==> config.mk <==
export PLATFORM = sky130hd
export DESIGN_NAME = si570_programmer_flat
export DESIGN_NICKNAME = d
export VERILOG_FILES = /design/src/rtl/si570_pkg.sv /design/src/rtl/si570_programmer_if.sv /design/src/rtl/si570_xact_timer.sv /design/src/rtl/si570_programmer.sv /design/src/flat_wrapper.sv
export SDC_FILE = /design/constraint.sdc
export NUM_CORES = 1
export LEC_CHECK = 0
export ABC_CLOCK_PERIOD_IN_PS = 3400
export CORE_ASPECT_RATIO = 0.6
export CORE_MARGIN = 2
export CORE_UTILIZATION = 49
export CTS_CLUSTER_DIAMETER = 120
export DETAILED_ROUTE_END_ITERATION = 6
export PLACE_DENSITY = 0.8
export SKIP_LAST_GASP = 1
export SLEW_MARGIN = 10
export SYNTH_ARGS = -nofsm -noshare
export SYNTH_HDL_FRONTEND = slang
export SYNTH_SLANG_ARGS = --single-unit
==> constraint.sdc <==
create_clock -name clk -period 3.4 [get_ports clk]
set_input_delay 0.51 -clock clk [delete_from_list [all_inputs] [get_ports clk]]
set_output_delay 0.51 -clock clk [all_outputs]
set_load 0.05 [all_outputs]
==> src/rtl/si570_pkg.sv <==
// Shared constants, FSM state type and image helpers for the Si-570 programmer.
// Readback is compiled in only when SI570_READBACK_EN is defined.
package si570_pkg;

    localparam logic [7:0] REG_HSDIV  = 8'd7;
    localparam logic [7:0] REG_CTRL   = 8'd135;
    localparam logic [7:0] REG_FREEZE = 8'd137;
    localparam logic [7:0] FREEZE_DCO = 8'h10;
    localparam logic [7:0] NEWFREQ    = 8'h40;

    localparam logic [2:0] FC_OK    = 3'd0;
    localparam logic [2:0] FC_NACK  = 3'd1;
    localparam logic [2:0] FC_TMO   = 3'd2;
    localparam logic [2:0] FC_POLL  = 3'd3;
    localparam logic [2:0] FC_RBACK = 3'd4;

    // Step index: 0 freeze, 1..6 regs 7..12, 7 unfreeze, 8 NewFreq, 9 poll, 10..15 readback
    localparam logic [3:0] STEP_FREEZE   = 4'd0;
    localparam logic [3:0] STEP_UNFREEZE = 4'd7;
    localparam logic [3:0] STEP_NEWFREQ  = 4'd8;
    localparam logic [3:0] STEP_POLL     = 4'd9;
    localparam logic [3:0] STEP_RB_FIRST = 4'd10;
    localparam logic [3:0] STEP_RB_LAST  = 4'd15;

    typedef enum logic [1:0] {ST_IDLE, ST_ISSUE, ST_WAIT, ST_FINISH} state_e;

    // The 48-bit image is b7..b12 back to back, which is exactly {hsdiv, n1, rfreq}
    function automatic logic [47:0] build_image(input logic [2:0] hsdiv, input logic [6:0] n1,
                                                input logic [37:0] rfreq);
        return {hsdiv, n1, rfreq};
    endfunction

    function automatic logic [7:0] image_byte(input logic [47:0] img, input logic [2:0] idx);
        logic [7:0] b;
        case (idx)
            3'd0:    b = img[47:40];
            3'd1:    b = img[39:32];
            3'd2:    b = img[31:24];
            3'd3:    b = img[23:16];
            3'd4:    b = img[15:8];
            3'd5:    b = img[7:0];
            default: b = 8'h00;
        endcase
        return b;
    endfunction

endpackage

==> src/rtl/si570_programmer_if.sv <==
// Byte-level transaction handshake between the Si-570 programmer and the I2C master.
interface si570_programmer_if;
    logic       i2c_bus_sel;
    logic       i2c_start;
    logic       i2c_rnw;
    logic [6:0] i2c_dev;
    logic [7:0] i2c_reg;
    logic [7:0] i2c_wdata;
    logic       i2c_done;
    logic       i2c_nack;
    logic [7:0] i2c_rdata;

    modport master (
        output i2c_bus_sel, i2c_start, i2c_rnw, i2c_dev, i2c_reg, i2c_wdata,
        input  i2c_done, i2c_nack, i2c_rdata
    );

    modport slave (
        input  i2c_bus_sel, i2c_start, i2c_rnw, i2c_dev, i2c_reg, i2c_wdata,
        output i2c_done, i2c_nack, i2c_rdata
    );
endinterface

==> src/rtl/si570_xact_timer.sv <==
// Loadable down-counter; expired_o is high while the count sits at zero.
module si570_xact_timer #(
    parameter int WIDTH = 8
) (
    input  logic             clk,
    input  logic             reset,
    input  logic             load_i,
    input  logic [WIDTH-1:0] load_val_i,
    output logic             expired_o
);

    logic [WIDTH-1:0] count_q, count_d;
    logic             expired_q;

    // Next count: load wins, otherwise count down and stick at zero
    always_comb begin
        count_d = count_q;
        if (load_i) begin
            count_d = load_val_i;
        end else if (count_q != '0) begin
            count_d = count_q - WIDTH'(1);
        end else begin
            count_d = count_q;
        end
    end

    // Count and expired flag registers
    always_ff @(posedge clk) begin
        if (reset) begin
            count_q   <= '0;
            expired_q <= 1'b0;
        end else begin
            count_q   <= count_d;
            expired_q <= (count_d == '0);
        end
    end

    assign expired_o = expired_q;

endmodule

==> src/rtl/si570_programmer.sv <==
// Programs one Si-570: freeze DCO, write regs 7..12, unfreeze, set NewFreq, poll it clear.
// Defining SI570_READBACK_EN adds a verify read of regs 7..12 after the poll.
module si570_programmer
    import si570_pkg::*;
#(
    parameter int         CLOCK_FREQ  = 200000000,
    parameter logic [6:0] SI570_ADDR  = 7'h5D,
    parameter int         XACT_TMO_US = 1000,
    parameter int         POLL_LIMIT  = 16
) (
    input  logic                      clk,
    input  logic                      reset,
    input  logic                      pgm_start,
    input  logic                      which_si570,
    input  logic [2:0]                cfg0_hsdiv,
    input  logic [6:0]                cfg0_n1,
    input  logic [37:0]               cfg0_rfreq,
    input  logic [2:0]                cfg1_hsdiv,
    input  logic [6:0]                cfg1_n1,
    input  logic [37:0]               cfg1_rfreq,
    output logic                      pgm_done,
    output logic                      pgm_fault,
    output logic [2:0]                fault_code,
    si570_programmer_if.master        i2c
);

    localparam int TMO_CYCLES = CLOCK_FREQ / 1000000 * XACT_TMO_US;
    localparam int TW         = $clog2(TMO_CYCLES);
    // Loaded in ISSUE so that an unanswered transaction finishes exactly TMO_CYCLES after ISSUE
    localparam logic [TW-1:0] TMO_LOAD = TW'(TMO_CYCLES - 2);
    localparam int PW = $clog2(POLL_LIMIT + 1);
    localparam logic [PW-1:0] POLL_MAX = PW'(POLL_LIMIT);

    state_e        state_q, state_d;
    logic [3:0]    step_q, step_d;
    logic [PW-1:0] poll_q, poll_d;
    logic [47:0]   img_q, img_d;
    logic [2:0]    fault_q, fault_d;
    logic          sel_q, sel_d, done_q, done_d, pfault_q, pfault_d;
    logic          start_q, start_d, rnw_q, rnw_d;
    logic [6:0]    dev_q, dev_d;
    logic [7:0]    reg_q, reg_d, wdata_q, wdata_d;
    logic          tmr_load_s, tmr_expired_s;

    function automatic logic [2:0] step_idx(input logic [3:0] step);
        return (step < STEP_UNFREEZE) ? 3'(step - 4'd1) : 3'(step - STEP_RB_FIRST);
    endfunction

    function automatic logic [7:0] step_reg(input logic [3:0] step);
        logic [7:0] r;
        case (step)
            STEP_FREEZE, STEP_UNFREEZE: r = REG_FREEZE;
            STEP_NEWFREQ, STEP_POLL:    r = REG_CTRL;
            default:                    r = REG_HSDIV + {5'd0, step_idx(step)};
        endcase
        return r;
    endfunction

    function automatic logic [7:0] step_wdata(input logic [3:0] step, input logic [47:0] img);
        logic [7:0] w;
        case (step)
            STEP_FREEZE:   w = FREEZE_DCO;
            STEP_UNFREEZE: w = 8'h00;
            STEP_NEWFREQ:  w = NEWFREQ;
            default:       w = (step < STEP_UNFREEZE) ? image_byte(img, step_idx(step)) : 8'h00;
        endcase
        return w;
    endfunction

    si570_xact_timer #(.WIDTH(TW)) u_timer (
        .clk        (clk),
        .reset      (reset),
        .load_i     (tmr_load_s),
        .load_val_i (TMO_LOAD),
        .expired_o  (tmr_expired_s)
    );

    // Sequencer next state plus next values of every registered output
    always_comb begin
        state_d    = state_q;
        step_d     = step_q;
        poll_d     = poll_q;
        img_d      = img_q;
        fault_d    = fault_q;
        sel_d      = sel_q;
        tmr_load_s = 1'b0;
        case (state_q)
            ST_IDLE: begin
                if (pgm_start) begin
                    sel_d   = which_si570;
                    img_d   = which_si570 ? build_image(cfg1_hsdiv, cfg1_n1, cfg1_rfreq)
                                          : build_image(cfg0_hsdiv, cfg0_n1, cfg0_rfreq);
                    fault_d = FC_OK;
                    step_d  = STEP_FREEZE;
                    poll_d  = '0;
                    state_d = ST_ISSUE;
                end else begin
                    state_d = ST_IDLE;
                end
            end
            ST_ISSUE: begin
                tmr_load_s = 1'b1;
                state_d    = ST_WAIT;
            end
            ST_WAIT: begin
                // A done that coincides with expiry still counts as success
                if (i2c.i2c_done) begin
                    if (i2c.i2c_nack) begin
                        fault_d = FC_NACK;
                        state_d = ST_FINISH;
                    end else if (step_q == STEP_POLL) begin
                        if (i2c.i2c_rdata[6]) begin
                            poll_d = poll_q + PW'(1);
                            if (poll_d == POLL_MAX) begin
                                fault_d = FC_POLL;
                                state_d = ST_FINISH;
                            end else begin
                                state_d = ST_ISSUE;
                            end
                        end else begin
`ifdef SI570_READBACK_EN
                            step_d  = STEP_RB_FIRST;
                            state_d = ST_ISSUE;
`else
                            state_d = ST_FINISH;
`endif
                        end
`ifdef SI570_READBACK_EN
                    end else if (step_q >= STEP_RB_FIRST) begin
                        if (i2c.i2c_rdata != image_byte(img_q, step_idx(step_q))) begin
                            fault_d = FC_RBACK;
                            state_d = ST_FINISH;
                        end else if (step_q == STEP_RB_LAST) begin
                            state_d = ST_FINISH;
                        end else begin
                            step_d  = step_q + 4'd1;
                            state_d = ST_ISSUE;
                        end
`endif
                    end else begin
                        step_d  = step_q + 4'd1;
                        state_d = ST_ISSUE;
                    end
                end else if (tmr_expired_s) begin
                    fault_d = FC_TMO;
                    state_d = ST_FINISH;
                end else begin
                    state_d = ST_WAIT;
                end
            end
            ST_FINISH: state_d = ST_IDLE;
            default:   state_d = ST_IDLE;
        endcase

        start_d  = (state_d == ST_ISSUE);
        done_d   = (state_d == ST_FINISH);
        pfault_d = done_d && (fault_d != FC_OK);
        if (state_d == ST_ISSUE) begin
            rnw_d   = (step_d >= STEP_POLL);
            dev_d   = SI570_ADDR;
            reg_d   = step_reg(step_d);
            wdata_d = step_wdata(step_d, img_d);
        end else begin
            rnw_d   = rnw_q;
            dev_d   = dev_q;
            reg_d   = reg_q;
            wdata_d = wdata_q;
        end
    end

    // State and output registers; reset abandons any transaction in flight
    always_ff @(posedge clk) begin
        if (reset) begin
            state_q  <= ST_IDLE;
            step_q   <= 4'd0;
            poll_q   <= '0;
            img_q    <= 48'd0;
            fault_q  <= FC_OK;
            sel_q    <= 1'b0;
            done_q   <= 1'b0;
            pfault_q <= 1'b0;
            start_q  <= 1'b0;
            rnw_q    <= 1'b0;
            dev_q    <= 7'd0;
            reg_q    <= 8'd0;
            wdata_q  <= 8'd0;
        end else begin
            state_q  <= state_d;
            step_q   <= step_d;
            poll_q   <= poll_d;
            img_q    <= img_d;
            fault_q  <= fault_d;
            sel_q    <= sel_d;
            done_q   <= done_d;
            pfault_q <= pfault_d;
            start_q  <= start_d;
            rnw_q    <= rnw_d;
            dev_q    <= dev_d;
            reg_q    <= reg_d;
            wdata_q  <= wdata_d;
        end
    end

    assign pgm_done        = done_q;
    assign pgm_fault       = pfault_q;
    assign fault_code      = fault_q;
    assign i2c.i2c_bus_sel = sel_q;
    assign i2c.i2c_start   = start_q;
    assign i2c.i2c_rnw     = rnw_q;
    assign i2c.i2c_dev     = dev_q;
    assign i2c.i2c_reg     = reg_q;
    assign i2c.i2c_wdata   = wdata_q;

endmodule
==> src/flat_wrapper.sv <==
// flat-port wrapper written by rule: the top's interface ports become plain ports
module si570_programmer_flat import si570_pkg::*;
#(
    parameter int         CLOCK_FREQ  = 200000000,
    parameter logic [6:0] SI570_ADDR  = 7'h5D,
    parameter int         XACT_TMO_US = 1000,
    parameter int         POLL_LIMIT  = 16
)
  (clk, reset, pgm_start, which_si570, cfg0_hsdiv, cfg0_n1, cfg0_rfreq, cfg1_hsdiv, cfg1_n1, cfg1_rfreq, pgm_done, pgm_fault, fault_code, i2c_i2c_bus_sel, i2c_i2c_start, i2c_i2c_rnw, i2c_i2c_dev, i2c_i2c_reg, i2c_i2c_wdata, i2c_i2c_done, i2c_i2c_nack, i2c_i2c_rdata);
  si570_programmer_if i2c_i ();
  input  logic clk;
  input  logic reset;
  input  logic pgm_start;
  input  logic which_si570;
  input  logic [2:0] cfg0_hsdiv;
  input  logic [6:0] cfg0_n1;
  input  logic [37:0] cfg0_rfreq;
  input  logic [2:0] cfg1_hsdiv;
  input  logic [6:0] cfg1_n1;
  input  logic [37:0] cfg1_rfreq;
  output logic pgm_done;
  output logic pgm_fault;
  output logic [2:0] fault_code;
  output wire logic [$bits(i2c_i.i2c_bus_sel)-1:0] i2c_i2c_bus_sel;
  output wire logic [$bits(i2c_i.i2c_start)-1:0] i2c_i2c_start;
  output wire logic [$bits(i2c_i.i2c_rnw)-1:0] i2c_i2c_rnw;
  output wire logic [$bits(i2c_i.i2c_dev)-1:0] i2c_i2c_dev;
  output wire logic [$bits(i2c_i.i2c_reg)-1:0] i2c_i2c_reg;
  output wire logic [$bits(i2c_i.i2c_wdata)-1:0] i2c_i2c_wdata;
  input wire logic [$bits(i2c_i.i2c_done)-1:0] i2c_i2c_done;
  input wire logic [$bits(i2c_i.i2c_nack)-1:0] i2c_i2c_nack;
  input wire logic [$bits(i2c_i.i2c_rdata)-1:0] i2c_i2c_rdata;
  assign i2c_i2c_bus_sel = i2c_i.i2c_bus_sel;
  assign i2c_i2c_start = i2c_i.i2c_start;
  assign i2c_i2c_rnw = i2c_i.i2c_rnw;
  assign i2c_i2c_dev = i2c_i.i2c_dev;
  assign i2c_i2c_reg = i2c_i.i2c_reg;
  assign i2c_i2c_wdata = i2c_i.i2c_wdata;
  assign i2c_i.i2c_done = i2c_i2c_done;
  assign i2c_i.i2c_nack = i2c_i2c_nack;
  assign i2c_i.i2c_rdata = i2c_i2c_rdata;
  si570_programmer #(.CLOCK_FREQ(CLOCK_FREQ), .SI570_ADDR(SI570_ADDR), .XACT_TMO_US(XACT_TMO_US), .POLL_LIMIT(POLL_LIMIT)) u_core (.clk(clk), .reset(reset), .pgm_start(pgm_start), .which_si570(which_si570), .cfg0_hsdiv(cfg0_hsdiv), .cfg0_n1(cfg0_n1), .cfg0_rfreq(cfg0_rfreq), .cfg1_hsdiv(cfg1_hsdiv), .cfg1_n1(cfg1_n1), .cfg1_rfreq(cfg1_rfreq), .pgm_done(pgm_done), .pgm_fault(pgm_fault), .fault_code(fault_code), .i2c(i2c_i));
endmodule
==> impl_metrics.yaml <==
logic_synthesis:
  netlist.area_leader.share: 0.354
  synth.area.top_cells: "dfxtp_1 (35%), mux2i_1 (11%), nor3b_1 (6.9%)"
  synthFlopType: "dfxtp_1"
  synthArstFlopShare: 0
  ys_seq_elements: 100
  yosysUniqueCellTypes: 68
  syn_inst: 671
  synth_edf_count: 0
  synth_area_per_cell_um2: 8.42
  synth_warnings: 0
  yosysSeqAreaShare: 0.354
  synth_top_cell_by_area: "dfxtp_1"
  synth_area_mm2: 0.00565
placement:
  routabilityCongestion: 0.857
  dpl.cell_count: 929
  io_buffers: 128
  dp_hpwl_um: 11400
  dp_slack_ns: -0.254
die:
  die_h_um: 87.2
  initial_core_util: 0.502
  die_area_mm2: 0.0124
  ioPinCount: 141
  fp.coreArea_mm2: 0.0113
  rows: 30
  die_w_um: 143
critical_path:
  worstSetupEndpointType: "flip-flop"
  startpoint_type: "input pin"
  path_max_fanout: 10
  slowest_delay_ns: 0.50
  crit_required_ns: 3.60
  critPathSlowestCell: "clkdlybuf4s50_1"
  crit_arrival_ns: 3.43
  path_cells: "clkdlybuf4s50_1 > or3b_4 > nand2_1 > mux2_2 > inv_1 > ha_2 > a21oi_4 > mux2i_1 > inv_1 > ha_1 > buf_4 > nand3b_1 > nand4_1 > mux2i_1 > o22ai_1"
  crit_type: "input pin to flip-flop"
timing:
  fin_ws_ns: 0.169
  finalCritPeriodShare: 0.950
  slew_headroom: 0.443
  rsz0062_at_grt: "no"
  hold_violations: 0
  maxSlewViolCount: 0
  finalClockSkew_ns: 0.00784
  max_freq_ghz: 0.309
  fin_crit_ns: 3.23
  worst_pin_slew_ns: 0.836
  setup_viol: 0
  holdWs_ns: 0.457
cells_and_area:
  antennaDiodeCount: 0
  final_cell_mix: "clkdlybuf4s50_1 (126), dfxtp_1 (100), nor2_1 (84), nand2_1 (77), mux2i_1 (60)"
  stdcell_count: 947
  top_register: "u_core.img_q"
  post_route_cells_drive_above_1_share: 0.0872
  area_growth_pct: 31.7
  nNetsFinal: 920
  final_common_cell: "clkdlybuf4s50_1"
  largest_reg_flops: 48
  fillerInstances: 899
clock_network:
  cts_tree: "built"
  clk_pin_slew_ns: 0.07
  hold_buffers: 0
  numCtsBuffers: 9
  clk_path_buf_depth: 2
  numClockSinks: 100
  clock_latency_ns: 0.35
  clockRootBuffer: "clkbuf_16"
  h-tree-depth: 3
drt:
  via_count: 5288
  wl_um: 15100
  route.detailed.drc: 0
  ant_nets: 0
  wire_per_inst_um: 15.9
  drt_first_iter_violations: 453
  via_per_inst: 5.58
  firstDrtPassIters: 5
grt:
  grt_max_degree: 81
  grt_usage: 0.240
  grt_overflow: 0
  antenna_found_initial: 0
  grt_pass1_vias: 4953
  grt_pass1_wl_um: 23500
power:
  p_leak_uw: 0.00288
  p_per_area_mw_per_mm2: 517
  vdd_drop_max_mv: 0.370
run_status:
  status: "complete, no violations"
hold_path:
  hp-class: "flip-flop to flip-flop"
job:
  max_cap_violations: 0
[worst max-delay path, delay by kind of cell]
| family | cells | cell delay [ns] |
|---|---|---|
| AO/OA/AOI/OAI | 2 | 0.30 |
| adder cells (fa/ha/maj) | 2 | 0.44 |
| buffers and inverters | 4 | 0.84 |
| multiplexers | 3 | 0.57 |
| AND/OR/NAND/NOR | 4 | 0.76 |
[metal layers]
layer  GRT usage  routed length, um  vias to the layer above
met2       0.397               6790                      195
li1            -                  -                     2607
met5           0                  0                        -
met1       0.324               6960                     2460
met4      0.0657                272                        0
met3      0.0445               1030                       26
[Yosys cell counts (all sizes together), types with 2 or more instances]
cell and number:
xor2 2, or2 2, o31ai 3, and2 3, nor4 5, or3 2
nand3b 50, nor2b 2, buf 23, xnor2 11, o21ai 20, nand4b 2
nand2b 4, nand3 14, nor3 12, inv 13, o211ai 5, clkbuf 25
a311oi 3, and4 2, a21oi 32, nor3b 52, dfxtp 100, ha 12
nor2 84, nand4 10, a21boi 9, o22ai 3, a31oi 3, mux2i 61
nand2 77, and2b 3
[what timing repair did]
action / CTS / global route
setup buffers: 0 / 2
resized for setup: 0 / 4
endpoints found under the setup margin: 0 / 6
[power breakdown]
part           switching (uW)  internal, uW
Combinational             775           611
Sequential                159          1330
Clock                     463           503
[area by class of cell]
type                       count  area, um2  share of cell area
tap                          144        180              0.0242
timing repair buffer         160       1540               0.207
sequential                   100       2000               0.269
inverter                      13       48.8             0.00656
clock buffer                  10        229              0.0308
multi-input combinational    514       3390               0.456
clock inverter                 6       48.8             0.00656
[kinds of logic (layout without fill, tap and decap cells)]
logic type,after synthesis,after routing,share of synthesized area
simple gates,330,330,0.324
flops,100,100,0.354
compound gates,92,92,0.111
xor+xnor,13,13,0.0202
fa+ha+maj,12,12,0.0266
mux,62,62,0.112
buf+inv,61,189,0.0512
other cells,1,5,0.000664
[path summary, 6_finish.rpt]
path / startpoint / to / slack, ns / cells after the start
max: pgm_start / u_core.i2c.i2c_wdata[4]$_SDFFE_PP0P_ / 0.17 / 15
min: u_core.i2c.i2c_wdata[5]$_SDFFE_PP0P_ / u_core.i2c.i2c_wdata[5]$_SDFFE_PP0P_ / 0.46 / 2
max reg2reg: u_core.state_q[1]$_SDFF_PP0_ / u_core.i2c.i2c_wdata[4]$_SDFFE_PP0P_ / 0.29 / 14
min reg2reg: u_core.i2c.i2c_wdata[5]$_SDFFE_PP0P_ / u_core.i2c.i2c_wdata[5]$_SDFFE_PP0P_ / 0.46 / 2
[metrics by stage]
stage                     TNS (ns)  power, uW   util  cell area (um2)
after CTS                        0       3840  0.658             7410
after detailed placement     -1.49       2880  0.633             7130
after global placement      -0.420       2790  0.633             7130
after floorplan                  0       2490      -             5660
after global routing             0       4040  0.660             7440
final                            0       3840  0.660             7440
Note: power is estimated with default switching activity, not from simulation.
